## src/rtl/fsm_pkg.sv

```systemverilog
// Shared definitions for the 4-state FSM block, its sequencer and the benches.
package fsm_pkg;

    typedef logic [3:0] fsm_state_t;

    localparam fsm_state_t FSM_S1 = 4'b0001;
    localparam fsm_state_t FSM_S2 = 4'b0010;
    localparam fsm_state_t FSM_S3 = 4'b0100;
    localparam fsm_state_t FSM_S4 = 4'b1000;

    typedef enum logic [3:0] {
        SEQ_IDLE,
        SEQ_SEL,
        SEQ_GAP1,
        SEQ_P12,
        SEQ_WAIT_S2,
        SEQ_GAP2,
        SEQ_P23,
        SEQ_WAIT_S4,
        SEQ_GAP3,
        SEQ_P41,
        SEQ_WAIT_S1,
        SEQ_DONE
    } seq_state_t;

    function automatic int max_int(input int a, input int b);
        return (a > b) ? a : b;
    endfunction

endpackage

```

## src/rtl/fsm_seq_if.sv

```systemverilog
// Control bus between the sequencer (master) and the FSM block (slave).
interface fsm_seq_if;
    import fsm_pkg::*;

    logic       i_sel;
    logic       i_sel_valid;
    logic       state1_to_state2;
    logic       state2_to_state3;
    logic       state4_to_state1;
    fsm_state_t state_fb;
    logic [7:0] i_data1;
    logic [7:0] i_data2;

    modport master (
        output i_sel, i_sel_valid, state1_to_state2, state2_to_state3, state4_to_state1,
        input  state_fb, i_data1, i_data2
    );

    modport slave (
        input  i_sel, i_sel_valid, state1_to_state2, state2_to_state3, state4_to_state1,
        output state_fb, i_data1, i_data2
    );
endinterface

```

## src/rtl/fsm_seq_timer.sv

```systemverilog
// Loadable down-counter that stops at zero; tc flags the terminal count.
module fsm_seq_timer #(
    parameter int WIDTH = 4
) (
    input  logic             clk,
    input  logic             rst,
    input  logic             load,
    input  logic [WIDTH-1:0] load_val,
    output logic             tc
);
    logic [WIDTH-1:0] cnt_q;
    logic [WIDTH-1:0] cnt_d;

    always_comb begin
        cnt_d = cnt_q;
        if (load) begin
            cnt_d = load_val;
        end else if (cnt_q != '0) begin
            cnt_d = cnt_q - WIDTH'(1);
        end
    end

    always_ff @(posedge clk) begin
        if (rst) begin
            cnt_q <= '0;
        end else begin
            cnt_q <= cnt_d;
        end
    end

    assign tc = (cnt_q == '0);
endmodule

```

## src/rtl/fsm_seq.sv

```systemverilog
// Sequencer driving the select handshake and transition pulses of the FSM block,
// checking state feedback, capturing S4 data and flagging timeouts.
module fsm_seq
    import fsm_pkg::*;
#(
    parameter int GAP_CYCLES = 4,
    parameter int TIMEOUT    = 64
) (
    input  logic       clk,
    input  logic       rst,
    input  logic       i_start,
    input  logic       i_sel_cfg,
    fsm_seq_if.master  bus,
    output logic       o_busy,
    output logic       o_done,
    output logic       o_err,
    output logic [7:0] o_cap_data1,
    output logic [7:0] o_cap_data2,
    output logic       o_cap_valid
);
    localparam int CNT_W = $clog2(max_int(GAP_CYCLES, TIMEOUT) + 1);
    localparam logic [CNT_W-1:0] GAP_LOAD  = CNT_W'(GAP_CYCLES - 1);
    localparam logic [CNT_W-1:0] WAIT_LOAD = CNT_W'(TIMEOUT - 1);

    seq_state_t       state_q, state_d;
    logic             sel_q, sel_d;
    logic             err_q, err_d;
    logic             cap_valid_q, cap_valid_d;
    logic [7:0]       cap1_q, cap1_d;
    logic [7:0]       cap2_q, cap2_d;
    fsm_state_t       target;
    logic             in_wait;
    logic             fb_match;
    logic             timed_out;
    logic             tmr_load;
    logic             tmr_tc;
    logic [CNT_W-1:0] tmr_load_val;

    // Timer reloads on every state change: GAP length, wait window, or cleared.
    fsm_seq_timer #(.WIDTH(CNT_W)) u_timer (
        .clk      (clk),
        .rst      (rst),
        .load     (tmr_load),
        .load_val (tmr_load_val),
        .tc       (tmr_tc)
    );

    always_comb begin
        target  = FSM_S1;
        in_wait = 1'b0;
        case (state_q)
            SEQ_WAIT_S2: begin target = FSM_S2; in_wait = 1'b1; end
            SEQ_WAIT_S4: begin target = FSM_S4; in_wait = 1'b1; end
            SEQ_WAIT_S1: begin target = FSM_S1; in_wait = 1'b1; end
            default: ;
        endcase
        fb_match  = in_wait && (bus.state_fb == target);
        timed_out = in_wait && !fb_match && tmr_tc;
    end

    always_ff @(posedge clk) begin
        if (rst) begin
            state_q <= SEQ_IDLE;
        end else begin
            state_q <= state_d;
        end
    end

    always_comb begin
        state_d = state_q;
        case (state_q)
            SEQ_IDLE:    if (i_start) state_d = SEQ_SEL;
            SEQ_SEL:     state_d = SEQ_GAP1;
            SEQ_GAP1:    if (tmr_tc) state_d = SEQ_P12;
            SEQ_P12:     state_d = SEQ_WAIT_S2;
            SEQ_WAIT_S2: if (fb_match) state_d = SEQ_GAP2; else if (timed_out) state_d = SEQ_IDLE;
            SEQ_GAP2:    if (tmr_tc) state_d = SEQ_P23;
            SEQ_P23:     state_d = SEQ_WAIT_S4;
            SEQ_WAIT_S4: if (fb_match) state_d = SEQ_GAP3; else if (timed_out) state_d = SEQ_IDLE;
            SEQ_GAP3:    if (tmr_tc) state_d = SEQ_P41;
            SEQ_P41:     state_d = SEQ_WAIT_S1;
            SEQ_WAIT_S1: if (fb_match) state_d = SEQ_DONE; else if (timed_out) state_d = SEQ_IDLE;
            SEQ_DONE:    state_d = SEQ_IDLE;
            default:     state_d = SEQ_IDLE;
        endcase
    end

    always_comb begin
        tmr_load = (state_d != state_q);
        case (state_d)
            SEQ_GAP1, SEQ_GAP2, SEQ_GAP3:          tmr_load_val = GAP_LOAD;
            SEQ_WAIT_S2, SEQ_WAIT_S4, SEQ_WAIT_S1: tmr_load_val = WAIT_LOAD;
            default:                               tmr_load_val = '0;
        endcase
    end

    // Moore outputs: each strobe belongs to exactly one state, so they never overlap.
    always_comb begin
        bus.i_sel_valid      = 1'b0;
        bus.state1_to_state2 = 1'b0;
        bus.state2_to_state3 = 1'b0;
        bus.state4_to_state1 = 1'b0;
        o_done               = 1'b0;
        case (state_q)
            SEQ_SEL:  bus.i_sel_valid      = 1'b1;
            SEQ_P12:  bus.state1_to_state2 = 1'b1;
            SEQ_P23:  bus.state2_to_state3 = 1'b1;
            SEQ_P41:  bus.state4_to_state1 = 1'b1;
            SEQ_DONE: o_done               = 1'b1;
            default: ;
        endcase
        o_busy = (state_q != SEQ_IDLE);
    end

    always_comb begin
        sel_d       = sel_q;
        err_d       = err_q;
        cap1_d      = cap1_q;
        cap2_d      = cap2_q;
        cap_valid_d = 1'b0;
        if (state_q == SEQ_IDLE && i_start) begin
            sel_d = i_sel_cfg;
            err_d = 1'b0;
        end
        if (timed_out) begin
            err_d = 1'b1;
        end
        if (state_q == SEQ_WAIT_S4 && fb_match) begin
            cap1_d      = bus.i_data1;
            cap2_d      = bus.i_data2;
            cap_valid_d = 1'b1;
        end
    end

    always_ff @(posedge clk) begin
        if (rst) begin
            sel_q       <= 1'b0;
            err_q       <= 1'b0;
            cap1_q      <= 8'h00;
            cap2_q      <= 8'h00;
            cap_valid_q <= 1'b0;
        end else begin
            sel_q       <= sel_d;
            err_q       <= err_d;
            cap1_q      <= cap1_d;
            cap2_q      <= cap2_d;
            cap_valid_q <= cap_valid_d;
        end
    end

    assign bus.i_sel   = sel_q;
    assign o_err       = err_q;
    assign o_cap_data1 = cap1_q;
    assign o_cap_data2 = cap2_q;
    assign o_cap_valid = cap_valid_q;
endmodule

```

## src/flat_wrapper.sv

```systemverilog
// flat-port wrapper written by rule: the top's interface ports become plain ports
module fsm_seq_flat import fsm_pkg::*;
#(
    parameter int GAP_CYCLES = 4,
    parameter int TIMEOUT    = 64
)
  (clk, rst, i_start, i_sel_cfg, o_busy, o_done, o_err, o_cap_data1, o_cap_data2, o_cap_valid, bus_i_sel, bus_i_sel_valid, bus_state1_to_state2, bus_state2_to_state3, bus_state4_to_state1, bus_state_fb, bus_i_data1, bus_i_data2);
  fsm_seq_if bus_i ();
  input  logic clk;
  input  logic rst;
  input  logic i_start;
  input  logic i_sel_cfg;
  output logic o_busy;
  output logic o_done;
  output logic o_err;
  output logic [7:0] o_cap_data1;
  output logic [7:0] o_cap_data2;
  output logic o_cap_valid;
  output wire logic [$bits(bus_i.i_sel)-1:0] bus_i_sel;
  output wire logic [$bits(bus_i.i_sel_valid)-1:0] bus_i_sel_valid;
  output wire logic [$bits(bus_i.state1_to_state2)-1:0] bus_state1_to_state2;
  output wire logic [$bits(bus_i.state2_to_state3)-1:0] bus_state2_to_state3;
  output wire logic [$bits(bus_i.state4_to_state1)-1:0] bus_state4_to_state1;
  input wire logic [$bits(bus_i.state_fb)-1:0] bus_state_fb;
  input wire logic [$bits(bus_i.i_data1)-1:0] bus_i_data1;
  input wire logic [$bits(bus_i.i_data2)-1:0] bus_i_data2;
  assign bus_i_sel = bus_i.i_sel;
  assign bus_i_sel_valid = bus_i.i_sel_valid;
  assign bus_state1_to_state2 = bus_i.state1_to_state2;
  assign bus_state2_to_state3 = bus_i.state2_to_state3;
  assign bus_state4_to_state1 = bus_i.state4_to_state1;
  assign bus_i.state_fb = bus_state_fb;
  assign bus_i.i_data1 = bus_i_data1;
  assign bus_i.i_data2 = bus_i_data2;
  fsm_seq #(.GAP_CYCLES(GAP_CYCLES), .TIMEOUT(TIMEOUT)) u_core (.clk(clk), .rst(rst), .i_start(i_start), .i_sel_cfg(i_sel_cfg), .bus(bus_i), .o_busy(o_busy), .o_done(o_done), .o_err(o_err), .o_cap_data1(o_cap_data1), .o_cap_data2(o_cap_data2), .o_cap_valid(o_cap_valid));
endmodule
```

## config.mk

```make
export PLATFORM = sky130hd
export DESIGN_NAME = fsm_seq_flat
export DESIGN_NICKNAME = d
export VERILOG_FILES = /design/src/rtl/fsm_pkg.sv /design/src/rtl/fsm_seq_if.sv /design/src/rtl/fsm_seq_timer.sv /design/src/rtl/fsm_seq.sv /design/src/flat_wrapper.sv
export SDC_FILE = /design/constraint.sdc
export NUM_CORES = 1
export LEC_CHECK = 0
export BUFFER_PORTS_ARGS = -buffer_cell sky130_fd_sc_hd__buf_4
export CORE_ASPECT_RATIO = 1.1
export CORE_UTILIZATION = 35
export CTS_CLUSTER_DIAMETER = 30
export DETAILED_ROUTE_END_ITERATION = 16
export GPL_ROUTABILITY_DRIVEN = 0
export PLACE_DENSITY = 0.54
export SYNTH_ARGS = -nofsm -noshare
export SYNTH_HDL_FRONTEND = slang
export SYNTH_SLANG_ARGS = --single-unit
export TNS_END_PERCENT = 1
```

## constraint.sdc

```tcl
create_clock -name clk -period 3.1 [get_ports clk]
set_clock_uncertainty 0.2 [all_clocks]
set_input_delay 0.31 -clock clk [delete_from_list [all_inputs] [get_ports clk]]
set_output_delay 0.31 -clock clk [all_outputs]
set_load 0.005 [all_outputs]
```

==> run_results.csv <==
group,metric,value,unit
outcome,outcome,"finished, final reports clean",
worst_setup_path,worstPathCellList,"or4b_4, nor3b_2, a211o_1, a21oi_1, a211oi_2, nor3_1, o311ai_2, o21ai_0",
synthesis,synth_most_common_cell,"nand2_1",
route,finalWirelength,4500,um
worst_setup_path,rr_endpoint,"u_core.u_timer.cnt_q[3]",
floorplanning,rows,26,
power,p_per_area,806,nW/um^2
route,firstDrtPassIters,4,
synthesis,syn_area,1720,sq um
clock_tree,clock-sinks,30,
clock_tree,clock_tree.htree_level_count,2,
job,maxCapViolations,0,
synthesis,async_reset_ff_share,0,%
min_path,min_delay_path_depth,3,
floorplanning,io-pin-count,49,
worst_setup_path,cp.arrival,2.84,ns
global_routing,grt_pass1_wl,7450,um
timing,setup_tns,0,ns
timing,finalSetupViolations,0,
floorplanning,die_h,75.6,um
synthesis,synth_ff_type,"dfxtp_1",
clock_tree,insertion_delay,0.27,ns
place,numPortBuffers,48,
route,vias,1750,
clock_tree,cts_tree,"done",
synthesis,syn_avg_cell_area,7.80,sq um
clock_tree,path_clk_slew,0.06,ns
worst_setup_path,timing.reg2reg.setup_slack,0.19,ns
global_routing,grt_overflow,0,
timing,tightest_slew,0.592,ns
synthesis,synth_edf_count,0,
timing,finalHoldViolCount,0,
global_routing,antenna_found_initial,0,
global_routing,grt_max_degree,28,
layout,final_util,49.2,%
floorplanning,start_util,36.8,%
route,viasPerCell,5.27,
synthesis,syn_nets,247,
worst_setup_path,slowest_delay,0.60,ns
synthesis,synth_area_leader_cell,"dfxtp_1",
worst_setup_path,r2r_cells,8,
floorplanning,dieArea,5210,sq um
timing,period_share,93.9,%
worst_setup_path,worst_setup_path_end_kind,"flop",
place,hpwl,3280,um
layout,antenna_cells,0,
global_routing,grt_usage,19.1,%
synthesis,synth_cell_types,52,
power,ir_drop,0.352,mV
worst_setup_path,crit_end,"u_core.u_timer.cnt_q[3]",
timing,drv_slew,0,
worst_setup_path,required,3.03,ns
synthesis,ys_seq_area_share,34.8,%
worst_setup_path,critical_path_class,"reg -> reg",
route,drt_iter0_markers,95,
layout,area_delta_synth_final,33.6,%
floorplanning,fp.dieW,68.9,um
worst_setup_path,crit_path_max_fanout,8,
clock_tree,cts-root-buf,"clkbuf_8",
synthesis,synth_top_area_share,34.8,%
floorplanning,core,4680,sq um
worst_setup_path,startpoint_type,"flop",
synthesis,synth_commonest_cells,"nand2_1 (45), dfxtp_1 (30), a21oi_1 (24)",
layout,nets,301,
synthesis,yosys_register_bits,30,
synthesis,synth_area_leaders,"dfxtp_1 (35%), nand2_1 (9.8%), a21oi_1 (7.0%)",
global_routing,grt_pass1_vias,1575,
min_path,min_path_type,"in -> reg",
route,drcViolationCount,0,
worst_setup_path,cp_slowest_cell,"or4b_4",
worst_setup_path,cp-startpoint,"u_core.state_q[1]",
route,ant_nets,0,
timing,max_freq,344,MHz
synthesis,yosysWarnings,0,
synthesis,synth_cells,221,
timing,max_slew_margin,60.2,%
worst_setup_path,reg2reg_from,"u_core.state_q[1]",
timing,fin_crit,2.91,ns
clock_tree,cts_hold_buf,0,
timing,rsz0062_at_grt,"no",
layout,drive_gt1_share,30.1,%
clock_tree,numCtsBuffers,5,
clock_tree,max-clock-path-buffers,2,
route,drt-wirelength-per-cell,13.5,um
power,p_leak,0.927,nW
[kinds of logic (layout without fill, tap and decap cells)]
group,count (synthesis),after routing,synth area share [%]
AND/OR/NAND/NOR,101,101,30.0
AO/OA/AOI/OAI,60,60,24.4
flip-flops,30,30,34.8
buffers and inverters,20,75,5.30
XOR/XNOR,8,8,4.06
adder cells (fa/ha/maj),2,2,1.45
[where the power goes]
part / switching, W / total, W / internal (W)
clock: 0.000139 / 0.000363 / 0.000224
sequential: 0.0000780 / 0.000524 / 0.000446
combinational: 0.000529 / 0.000971 / 0.000442
total: 0.000745 / 0.00186 / 0.00111
[worst max-delay path, delay by kind of cell (launching register included)]
| family | cells | cell delay [ns] |
|---|---|---|
| AOI/OAI and AO/OA | 5 | 1.18 |
| and+or+nand+nor | 3 | 1.00 |
| DFF | 1 | 0.38 |
[through the flow]
step | setup slack [ns] | cells | total power [W] | instance area, sq um | hold WS, ns
floorplan | 0.569 | 221 | 0.00119 | 1720 | 0.248
global placement | 0.201 | 322 | 0.00146 | 2160 | 0.241
detailed placement | 0.172 | 322 | 0.00144 | 2160 | 0.246
CTS | 0.159 | 330 | 0.00182 | 2270 | 0.0733
global route | 0.00883 | 332 | 0.00200 | 2300 | 0.0786
finish | 0.189 | 332 | 0.00186 | 2300 | 0.0827
[cells in the final DEF (no fill, tap or decap), types with 2 or more instances in the layout]
master	Yosys	layout
ha_1	2	2
buf_4	0	60
clkbuf_8	0	8
a2111oi_2	2	2
o311ai_0	2	2
nand2_1	45	45
nor4b_1	2	2
and2_1	4	4
nand4b_1	2	2
xnor2_1	5	5
nand3_1	3	3
nor2b_1	2	2
a31oi_1	2	2
a21oi_1	24	24
a211oi_2	2	2
nand2b_1	3	3
nor3_1	8	8
a211oi_1	4	3
inv_1	7	7
xor2_1	3	3
nand3b_1	2	2
o31ai_1	2	2
dfxtp_1	30	29
a211o_1	4	4
o21ai_0	6	6
nor2_1	17	17
or3_1	2	2
[registers in the layout, indices dropped and copies added, names as in the netlist]
signal,cells
u_core.u_timer.cnt_q,7
u_core.o_err,1
u_core.state_q,4
u_core.bus.i_sel,1
u_core.o_cap_data1,8
u_core.o_cap_valid,1
u_core.o_cap_data2,8
[worst min path at each step]
stage / to / start
after CTS: u_core.o_cap_data1[6] / bus_i_data1[6]
after global routing: u_core.o_cap_data1[2] / bus_i_data1[2]
after global placement: u_core.o_cap_data1[5] / u_core.o_cap_data1[5]
after floorplan: u_core.o_cap_data1[0] / u_core.o_cap_data1[0]
after detailed placement: u_core.o_cap_data2[6] / u_core.o_cap_data2[6]
final: u_core.o_cap_data1[1] / bus_i_data1[1]
[routing by layer]
metal	vias up	global-route usage [%]	share of wire, %
li1	887	-	-
met1	800	25.5	49
met2	57	29.4	43
met3	6	4.94	6.0
met4	0	6.80	1.6
met5	-	0	0
[timing repair]
action / in CTS / in global routing
gates resized for setup: 0 / 3
setup endpoints to repair: 0 / 4
setup buffers: 0 / 2
[cell type report]
type                       instances  area (sq um)
sequential                        30           602
fill                             490          2380
tap                               56          70.1
clock buffer                       8           110
inverter                           7          26.3
timing repair buffer              60           450
multi-input combinational        171          1040
Power figures use the tool's default switching activity.
